`config.mk`:
```
export PLATFORM = sky130hd
export DESIGN_NAME = uart_tx_flat
export DESIGN_NICKNAME = d
export VERILOG_FILES = /design/src/rtl/uart_tx_pkg.sv /design/src/rtl/uart_tx_if.sv /design/src/rtl/uart_tx_shifter.sv /design/src/rtl/uart_tx.sv /design/src/flat_wrapper.sv
export SDC_FILE = /design/constraint.sdc
export NUM_CORES = 1
export LEC_CHECK = 0
export BUFFER_PORTS_ARGS = -buffer_cell sky130_fd_sc_hd__buf_2
export CORE_ASPECT_RATIO = 0.5
export CORE_MARGIN = 5
export CORE_UTILIZATION = 35
export DETAILED_ROUTE_END_ITERATION = 12
export SETUP_SLACK_MARGIN = 0.02
export SYNTH_ARGS = -nofsm -noshare
export SYNTH_HDL_FRONTEND = slang
export SYNTH_SLANG_ARGS = --single-unit
```
`constraint.sdc`:
```
create_clock -name sampleClk -period 5.3 [get_ports sampleClk]
set_input_delay 1.59 -clock sampleClk [delete_from_list [all_inputs] [get_ports sampleClk]]
set_output_delay 1.59 -clock sampleClk [all_outputs]
set_load 0.005 [all_outputs]
```
`src/rtl/uart_tx_pkg.sv`:
```
// Shared UART definitions: line-state encoding common to the tx and rx controllers,
// parity modes and the default oversampling ratio.
package uart_tx_pkg;

  typedef enum logic [2:0] {
    ST_IDLE   = 3'd0,
    ST_START  = 3'd1,
    ST_DATA   = 3'd2,
    ST_PARITY = 3'd3,
    ST_STOP   = 3'd4
  } uart_state_e;

  localparam int PAR_NONE = 0;
  localparam int PAR_EVEN = 1;
  localparam int PAR_ODD  = 2;

  localparam int DEFAULT_SAMPLES = 8;

endpackage

```
`src/rtl/uart_tx_if.sv`:
```
// Host-side write port of the UART transmitter: byte, write strobe and buffer status.
interface uart_tx_if #(
  parameter int DATA_BITS = 8
);
  logic [DATA_BITS-1:0] dataIn;
  logic                 writeEn;
  logic                 bufferFull;
  logic                 overrun;

  modport master (output dataIn, output writeEn, input bufferFull, input overrun);
  modport slave  (input dataIn, input writeEn, output bufferFull, output overrun);
endinterface

```
`src/rtl/uart_tx_shifter.sv`:
```
// Frame data path: LSB-first shift register, data-bit counter and running parity,
// stepped by load/shift strobes from the transmit FSM.
module uart_tx_shifter #(
  parameter int DATA_BITS = 8
) (
  input  logic                 sampleClk,
  input  logic                 rst,
  input  logic                 i_load,
  input  logic                 i_shift,
  input  logic [DATA_BITS-1:0] i_data,
  output logic                 o_bit0,
  output logic                 o_bit1,
  output logic                 o_lastBit,
  output logic                 o_parity
);
  localparam int BW = $clog2(DATA_BITS);

  logic [DATA_BITS-1:0] r_shift;
  logic [BW-1:0]        r_bitCnt;
  logic                 r_par;

  always_ff @(posedge sampleClk) begin
    if (i_load)
      r_shift <= i_data;
    else if (i_shift)
      r_shift <= {1'b0, r_shift[DATA_BITS-1:1]};
  end

  // Bit counter saturates on the last data bit instead of wrapping.
  always_ff @(posedge sampleClk or posedge rst) begin
    if (rst) begin
      r_bitCnt <= '0;
      r_par    <= 1'b0;
    end else if (i_load) begin
      r_bitCnt <= '0;
      r_par    <= 1'b0;
    end else if (i_shift) begin
      if (!o_lastBit)
        r_bitCnt <= r_bitCnt + BW'(1);
      r_par <= r_par ^ r_shift[0];
    end
  end

  assign o_bit0    = r_shift[0];
  assign o_bit1    = r_shift[1];
  assign o_lastBit = (r_bitCnt == BW'(DATA_BITS - 1));
  // Parity over every bit shifted so far plus the one currently on the line.
  assign o_parity  = r_par ^ r_shift[0];

endmodule

```
`src/rtl/uart_tx.sv`:
```
// UART transmit controller: one-entry holding buffer feeding a start/data/parity/stop
// serialiser; every bit lasts SAMPLES clocks and frames run back-to-back.
module uart_tx
  import uart_tx_pkg::*;
#(
  parameter int DATA_BITS = 8,
  parameter int SAMPLES   = DEFAULT_SAMPLES,
  parameter int PARITY    = PAR_NONE,
  parameter int STOP_BITS = 1
) (
  input  logic      sampleClk,
  input  logic      rst,
  uart_tx_if.slave  host,
  output logic      busy,
  output logic      sent,
  output logic      serialOut
);
  localparam int   CW      = $clog2(SAMPLES);
  localparam int   SW      = (STOP_BITS > 1) ? $clog2(STOP_BITS) : 1;
  localparam logic PAR_INV = (PARITY == PAR_ODD);

  uart_state_e          r_state;
  logic [CW-1:0]        r_cnt;
  logic [SW-1:0]        r_stopCnt;
  logic [DATA_BITS-1:0] r_buf;
  logic                 r_bufFull;
  logic                 r_overrun;

  logic w_bitEnd, w_frameEnd, w_xfer, w_accept, w_shift;
  logic w_bit0, w_bit1, w_lastBit, w_parity;

  assign w_bitEnd   = (r_cnt == CW'(SAMPLES - 1));
  assign w_frameEnd = (r_state == ST_STOP) && w_bitEnd && (r_stopCnt == SW'(STOP_BITS - 1));
  assign w_xfer     = r_bufFull && ((r_state == ST_IDLE) || w_frameEnd);
  // A write is taken whenever the buffer is free or being emptied this very cycle.
  assign w_accept   = host.writeEn && (!r_bufFull || w_xfer);
  assign w_shift    = (r_state == ST_DATA) && w_bitEnd;

  uart_tx_shifter #(.DATA_BITS(DATA_BITS)) u_shifter (
    .sampleClk (sampleClk),
    .rst       (rst),
    .i_load    (w_xfer),
    .i_shift   (w_shift),
    .i_data    (r_buf),
    .o_bit0    (w_bit0),
    .o_bit1    (w_bit1),
    .o_lastBit (w_lastBit),
    .o_parity  (w_parity)
  );

  always_ff @(posedge sampleClk) begin
    if (w_accept)
      r_buf <= host.dataIn;
  end

  always_ff @(posedge sampleClk or posedge rst) begin
    if (rst) begin
      r_bufFull <= 1'b0;
      r_overrun <= 1'b0;
    end else begin
      if (w_accept)
        r_bufFull <= 1'b1;
      else if (w_xfer)
        r_bufFull <= 1'b0;
      r_overrun <= host.writeEn && r_bufFull && !w_xfer;
    end
  end

  assign host.bufferFull = r_bufFull;
  assign host.overrun    = r_overrun;

  // serialOut is registered: each transition loads the level of the bit about to start.
  always_ff @(posedge sampleClk or posedge rst) begin
    if (rst) begin
      r_state   <= ST_IDLE;
      r_cnt     <= '0;
      r_stopCnt <= '0;
      serialOut <= 1'b1;
      busy      <= 1'b0;
      sent      <= 1'b0;
    end else begin
      sent <= 1'b0;
      case (r_state)
        ST_IDLE: begin
          r_cnt <= '0;
          if (r_bufFull) begin
            r_state   <= ST_START;
            serialOut <= 1'b0;
            busy      <= 1'b1;
          end
        end
        ST_START: begin
          if (w_bitEnd) begin
            r_cnt     <= '0;
            r_state   <= ST_DATA;
            serialOut <= w_bit0;
          end else begin
            r_cnt <= r_cnt + CW'(1);
          end
        end
        ST_DATA: begin
          if (w_bitEnd) begin
            r_cnt <= '0;
            if (!w_lastBit) begin
              serialOut <= w_bit1;
            end else if (PARITY != PAR_NONE) begin
              r_state   <= ST_PARITY;
              serialOut <= w_parity ^ PAR_INV;
            end else begin
              r_state   <= ST_STOP;
              r_stopCnt <= '0;
              serialOut <= 1'b1;
            end
          end else begin
            r_cnt <= r_cnt + CW'(1);
          end
        end
        ST_PARITY: begin
          if (w_bitEnd) begin
            r_cnt     <= '0;
            r_state   <= ST_STOP;
            r_stopCnt <= '0;
            serialOut <= 1'b1;
          end else begin
            r_cnt <= r_cnt + CW'(1);
          end
        end
        ST_STOP: begin
          if (w_frameEnd) begin
            r_cnt     <= '0;
            r_stopCnt <= '0;
            sent      <= 1'b1;
            if (r_bufFull) begin
              r_state   <= ST_START;
              serialOut <= 1'b0;
            end else begin
              r_state   <= ST_IDLE;
              serialOut <= 1'b1;
              busy      <= 1'b0;
            end
          end else if (w_bitEnd) begin
            r_cnt     <= '0;
            r_stopCnt <= r_stopCnt + SW'(1);
          end else begin
            r_cnt <= r_cnt + CW'(1);
          end
        end
        default: begin
          r_state   <= ST_IDLE;
          r_cnt     <= '0;
          serialOut <= 1'b1;
          busy      <= 1'b0;
        end
      endcase
    end
  end

endmodule

```
`src/flat_wrapper.sv`:
```
// flat-port wrapper written by rule: the top's interface ports become plain ports
module uart_tx_flat import uart_tx_pkg::*;
#(
  parameter int DATA_BITS = 8,
  parameter int SAMPLES   = DEFAULT_SAMPLES,
  parameter int PARITY    = PAR_NONE,
  parameter int STOP_BITS = 1
)
  (sampleClk, rst, busy, sent, serialOut, host_dataIn, host_writeEn, host_bufferFull, host_overrun);
  uart_tx_if #(.DATA_BITS(DATA_BITS)) host_i ();
  input  logic sampleClk;
  input  logic rst;
  output logic busy;
  output logic sent;
  output logic serialOut;
  input wire logic [$bits(host_i.dataIn)-1:0] host_dataIn;
  input wire logic [$bits(host_i.writeEn)-1:0] host_writeEn;
  output wire logic [$bits(host_i.bufferFull)-1:0] host_bufferFull;
  output wire logic [$bits(host_i.overrun)-1:0] host_overrun;
  assign host_i.dataIn = host_dataIn;
  assign host_i.writeEn = host_writeEn;
  assign host_bufferFull = host_i.bufferFull;
  assign host_overrun = host_i.overrun;
  uart_tx #(.DATA_BITS(DATA_BITS), .SAMPLES(SAMPLES), .PARITY(PARITY), .STOP_BITS(STOP_BITS)) u_core (.sampleClk(sampleClk), .rst(rst), .host(host_i), .busy(busy), .sent(sent), .serialOut(serialOut));
endmodule
```
; ---- Word-level counts from Yosys, hierarchy flattened
; Index checks and enable logic that the tools add are counted.
[totals]
register_bits = 31
inputBits = 11
output_inout_bits = 5
elab_cells = 90
[op_classes]
addsub = 3
n_eq_ne = 15
mux = 38
bitwise = 2
reduce_logical = 21
[op_table]
columns = operator, n
row1 = $mux W3, 11
row2 = $mux W1, 20
row3 = $mux W8, 2
row4 = $pmux W3 S5, 1
row5 = $ne A2 B1 Y1 const B, 7
row6 = $reduce_and A5 Y1, 2
row7 = $eq A3 B3 Y1 const B, 3
row8 = $logic_and A1 B1 Y1, 7
row9 = $add A3 B1 Y3 const B, 2
row10 = $eq A3 B2 Y1 const B, 2
row11 = $pmux W1 S3, 2
row12 = $pmux W3 S2, 1
row13 = $reduce_and A6 Y1, 1
row14 = $pmux W1 S5, 1
row15 = $reduce_and A4 Y1, 1
row16 = $reduce_bool A2 Y1, 2
row17 = $eq A3 B1 Y1 const B, 1
row18 = $logic_not A3 Y1, 1
row19 = $ne A3 B1 Y1 const B, 1
row20 = $reduce_bool A3 Y1, 1
row21 = $reduce_or A3 Y1, 1
row22 = $logic_not A1 Y1, 2
row23 = $logic_or A1 B1 Y1, 2
row24 = $ne A2 B2 Y1 const B, 1
row25 = 3 further kinds, 4

; ---- Logic depth before layout (Yosys ltp)
[logic_depth]
ltp_word = 8
depth_mapped = 6
mapped_depth_nobuf = 6

; ---- By module
; From an unflattened synthesis, not the netlist that was laid out.
[hier_totals]
cells_unflattened = 106
hier_area_um2 = 1410.1
[by_module_without_submodules]
columns = mod, instances, cells_per_inst, area_per_inst_um2, seq_area_each_um2
row1 = uart_tx, 1, 67, 828.3, 541.8
row2 = uart_tx_shifter, 1, 39, 581.8, 340.3

; ---- Least setup slack after synthesis
; OpenSTA, ideal clock, no wires.
[synth_timing]
path_type = in2reg
startpoint = input host_writeEn
endpoint = register u_core.r_buf[0] (enable)
setup_time_ns = 0.332
arrival_ns = 1.848
required_time_ns = 4.968
path_slack_ns = 3.120
cell_stages = 1
n_path_buf = 0
path_cell_list = and2_1
[synth_between]
elab_chain_len = 1
[synth_rtl]
columns = item, line_no
row1 = start: declaration, flat_wrapper.sv:17  ; input wire logic [$bits(host_i.writeEn)-1:0] host_writeEn;
row2 = $logic_and A1 B1 Y1, uart_tx.sv:36  ; assign w_accept = host.writeEn && (!r_bufFull || w_xfer);
row3 = end signal: assignment, uart_tx.sv:53  ; r_buf <= host.dataIn;
row4 = end: declaration, uart_tx.sv:25  ; logic [DATA_BITS-1:0] r_buf;
; Every way passes these cells.
; A chain may end at the register's enable or synchronous reset.

; ---- Worst setup path after layout
[layout_timing]
startpoint = register u_core.serialOut
endpoint = output serialOut
[layout_lines]
columns = item, line_no
row1 = start: declaration, uart_tx.sv:16  ; output logic serialOut
row2 = start signal: assignment, uart_tx.sv:96  ; serialOut <= w_bit0;
row3 = start signal: assignment, uart_tx.sv:105  ; serialOut <= w_bit1;
row4 = start signal: assignment, uart_tx.sv:108  ; serialOut <= w_parity ^ PAR_INV;
row5 = end: declaration, flat_wrapper.sv:15  ; output logic serialOut;
; No word-level cell between the ends.

==> impl_metrics.py <==
metrics = {
    "run_status": {
        "status": "completed",
    },
    "layout": {
        "syn_to_final_growth_pct": 18.3,
        "fin_nets": 130,
        "final_area_um2": 1590,
        "stdcell_count": 167,
        "seq_area_um2": 857,
        "drive_above_1_share_pct": 31.0,
        "multi_input_area_um2": 460,
        "utilization_pct": 44.7,
        "fillers": 349,
        "antennaDiodeCount": 0,
    },
    "synth": {
        "synth_top_cell_area_share_pct": 35.7,
        "yosys-top-cells-area": "edfxtp_1 (36%), dfrtp_1 (26%), mux2_2 (5.9%), ha_1 (3.7%), o21ai_0 (2.6%)",
        "ys_seq_area_share_pct": 63.7,
        "synthMuxAreaShare_pct": 8.46,
        "ys_warn_count": 0,
        "synth_adder_area_share_pct": 3.72,
        "synth.largest_area_cell": "edfxtp_1",
        "avgSynthCellArea_um2": 13.9,
        "yosysUniqueCellTypes": 35,
        "synth-simple-area-share_pct": 12.4,
        "synth_compound_area_share_pct": 9.01,
        "synth_cells": 97,
        "synthXorXnorAreaFrac_pct": 0.651,
        "synth_top_family_by_area": "simple AND/OR/NAND/NOR gates",
        "syn_nets": 112,
        "syn_area_um2": 1350,
        "synth_seq_cells": 31,
    },
    "placed_design": {
        "place_inst": 159,
        "gp_congestion": 0.717,
        "postPlaceCellArea_um2": 1460,
        "hpwl_um": 1350,
        "portBuffers": 15,
        "dp_worst_setup_slack_ns": 2.91,
    },
    "floorplanning": {
        "io_pins": 16,
        "die_h_um": 53.9,
        "die_w_um": 97.7,
        "dieArea_um2": 5260,
        "row_count": 15,
        "core_area_um2": 3570,
        "start_util_pct": 37.8,
    },
    "clocking": {
        "post_cts_buffers": 0,
        "path_clk_slew_ns": 0.06,
        "numCtsBuffers": 5,
        "cts_hold_buffers": 0,
        "h-tree-depth": 2,
        "cts_tree": "yes",
        "cts.sinks": 31,
        "cts_resized": 0,
        "cts_buffer_depth": 2,
        "insertion_delay_ns": 0.29,
        "cts_root_buf": "clkbuf_8",
    },
    "timing": {
        "fin_crit_ns": 2.50,
        "postLayoutSetupSlackWorst_ns": 2.80,
        "worst_pin_slew_ns": 0.733,
        "drv_slew": 0,
        "hold_viol": 0,
        "grt_setup_unrepaired": "no",
        "fmax_mhz": 400,
        "finClkSkew_ns": 0.00683,
        "finalSetupViolCount": 0,
        "fin_crit_sh_pct": 47.2,
        "fin_setup_tns_ns": 0,
        "slew_headroom_pct": 51.0,
    },
    "worst_setup_path": {
        "arrival_ns": 0.91,
        "cp-end-kind": "primary output",
        "reg2reg_slack_ns": 3.19,
        "slowest_delay_ns": 0.53,
        "path_delay_family": "flip-flops",
        "path_cells": "buf_2",
        "start_kind": "register",
        "slowest_stage": "dfstp_2",
        "critPathKind": "register to primary output",
        "cp.buffers_inverters": 1,
        "path_max_fanout": 2,
        "required_ns": 3.71,
    },
    "power": {
        "p_leak_uw": 0.000649,
        "vdd_drop_max_v": 0.000171,
        "power.density_nw_per_um2": 337,
    },
    "hold_path": {
        "hp-class": "register to register",
    },
    "routing": {
        "firstDrtPassIters": 4,
        "wirelength_um": 2060,
        "vias": 785,
        "vias_per_cell": 4.70,
        "drtIter0Drc": 25,
        "route.detailed.drc": 0,
        "wl_per_cell_um": 12.3,
        "ant_nets": 0,
    },
    "grt": {
        "grt_util_all_layers_pct": 9.16,
        "grt_pass1_vias": 748,
        "overflow": 0,
        "grt_max_degree": 17,
        "grt_first_pass_wirelength_um": 3510,
        "antenna_found_initial": 0,
    },
    "flow_run": {
        "cap_violations": 0,
    },
}
## synthesized netlist by cell type
library cell  instances
edfxtp_1             16
dfrtp_1              14
mux2_2                7
o21ai_0               7
nor2_1                6
nand2_1               5
ha_1                  4
nor3_1                4
a21oi_1               2
and2_1                2
and3_1                2
buf_2                 2
mux2i_1               2
nand2b_1              2
nand3b_1              2
a211o_1               1
a21boi_0              1
a21o_2                1
a21oi_4               1
and3_2                1
buf_6                 1
clkbuf_1              1
dfstp_2               1
inv_1                 1
mux2_4                1
nand3_1               1
nor2b_1               1
nor4_1                1
nor4b_1               1
o211ai_1              1
o21bai_1              1
o221a_4               1
or2b_1                1
or3b_4                1
xnor2_1               1
## flip-flops by register name, summed over array words and instances (netlist names), 3 cells and up
register / count
u_core.r_buf: 8
u_core.u_shifter.r_shift: 8
u_core.r_cnt: 3
u_core.r_state: 3
u_core.u_shifter.r_bitCnt: 3
## routing by layer
| layer | vias to the layer above | track usage (%) | part of all wire [%] |
|---|---|---|---|
| li1 | 388 | - | - |
| met1 | 375 | 10.4 | 49 |
| met2 | 15 | 13.8 | 44 |
| met3 | 7 | 3.49 | 4.3 |
| met4 | 0 | 8.28 | 2.4 |
| met5 | - | 0 | 0 |
## stage by stage
step	hold slack, ns	power [uW]
2_1_floorplan	0.419	260
3_3_place_gp	0.443	265
3_5_place_dp	0.440	265
4_1_cts	0.448	542
5_1_grt	0.477	555
6_report	0.442	536
## cell type report
type	instances	area share, %
Multi-Input combinational cell	61	28.9
Inverter	1	0.236
Clock buffer	6	4.56
Sequential cell	31	53.8
Tap cell	51	4.01
Clock inverter	2	3.77
Timing Repair Buffer	15	4.71
## placed cells by master (no fill, tap or decap), drive strengths merged
cell,count
nand3,1
nor4,1
ha,4
nor2,6
and3,3
o221a,1
inv,1
a21oi,3
or3b,1
nor4b,1
nand3b,2
a211o,1
nor2b,1
nand2b,2
clkbuf,6
xnor2,1
and2,2
bufinv,2
dfrtp,14
nand2,5
dfstp,1
or2b,1
mux2i,2
a21o,1
a21boi,1
o21ai,7
o21bai,1
buf,15
mux2,8
nor3,4
o211ai,1
edfxtp,16
## worst paths after layout
| path | endpoint | startpoint | depth (start not counted) |
|---|---|---|---|
| min in group asynchronous | u_core.u_shifter.r_bitCnt[2] | rst | 2 |
| setup reg to reg | u_core.u_shifter.r_shift[3] | u_core.r_state[0] | 3 |
| max in group asynchronous | u_core.r_state[0] | rst | 2 |
| setup / recovery | serialOut | u_core.serialOut | 1 |
| hold / removal | u_core.r_cnt[0] | u_core.r_cnt[0] | 1 |
| hold reg to reg | u_core.r_cnt[0] | u_core.r_cnt[0] | 1 |
## cells by family (layout without fill, tap and decap cells)
family                   count (synthesis)  after routing
AO/OA/AOI/OAI                           16             16
XOR/XNOR                                 1              1
adder cells (fa/ha/maj)                  4              4
buffers and inverters                    5             24
flip-flops                              31             31
multiplexers                            10             10
AND/OR/NAND/NOR                         30             30
## power by group
group	switching [uW]	total (uW)	internal [uW]
Sequential	0.0726	253	253
Combinational	3.41	6.61	3.20
Clock	88.6	276	188
Power figures use the tool's default switching activity.
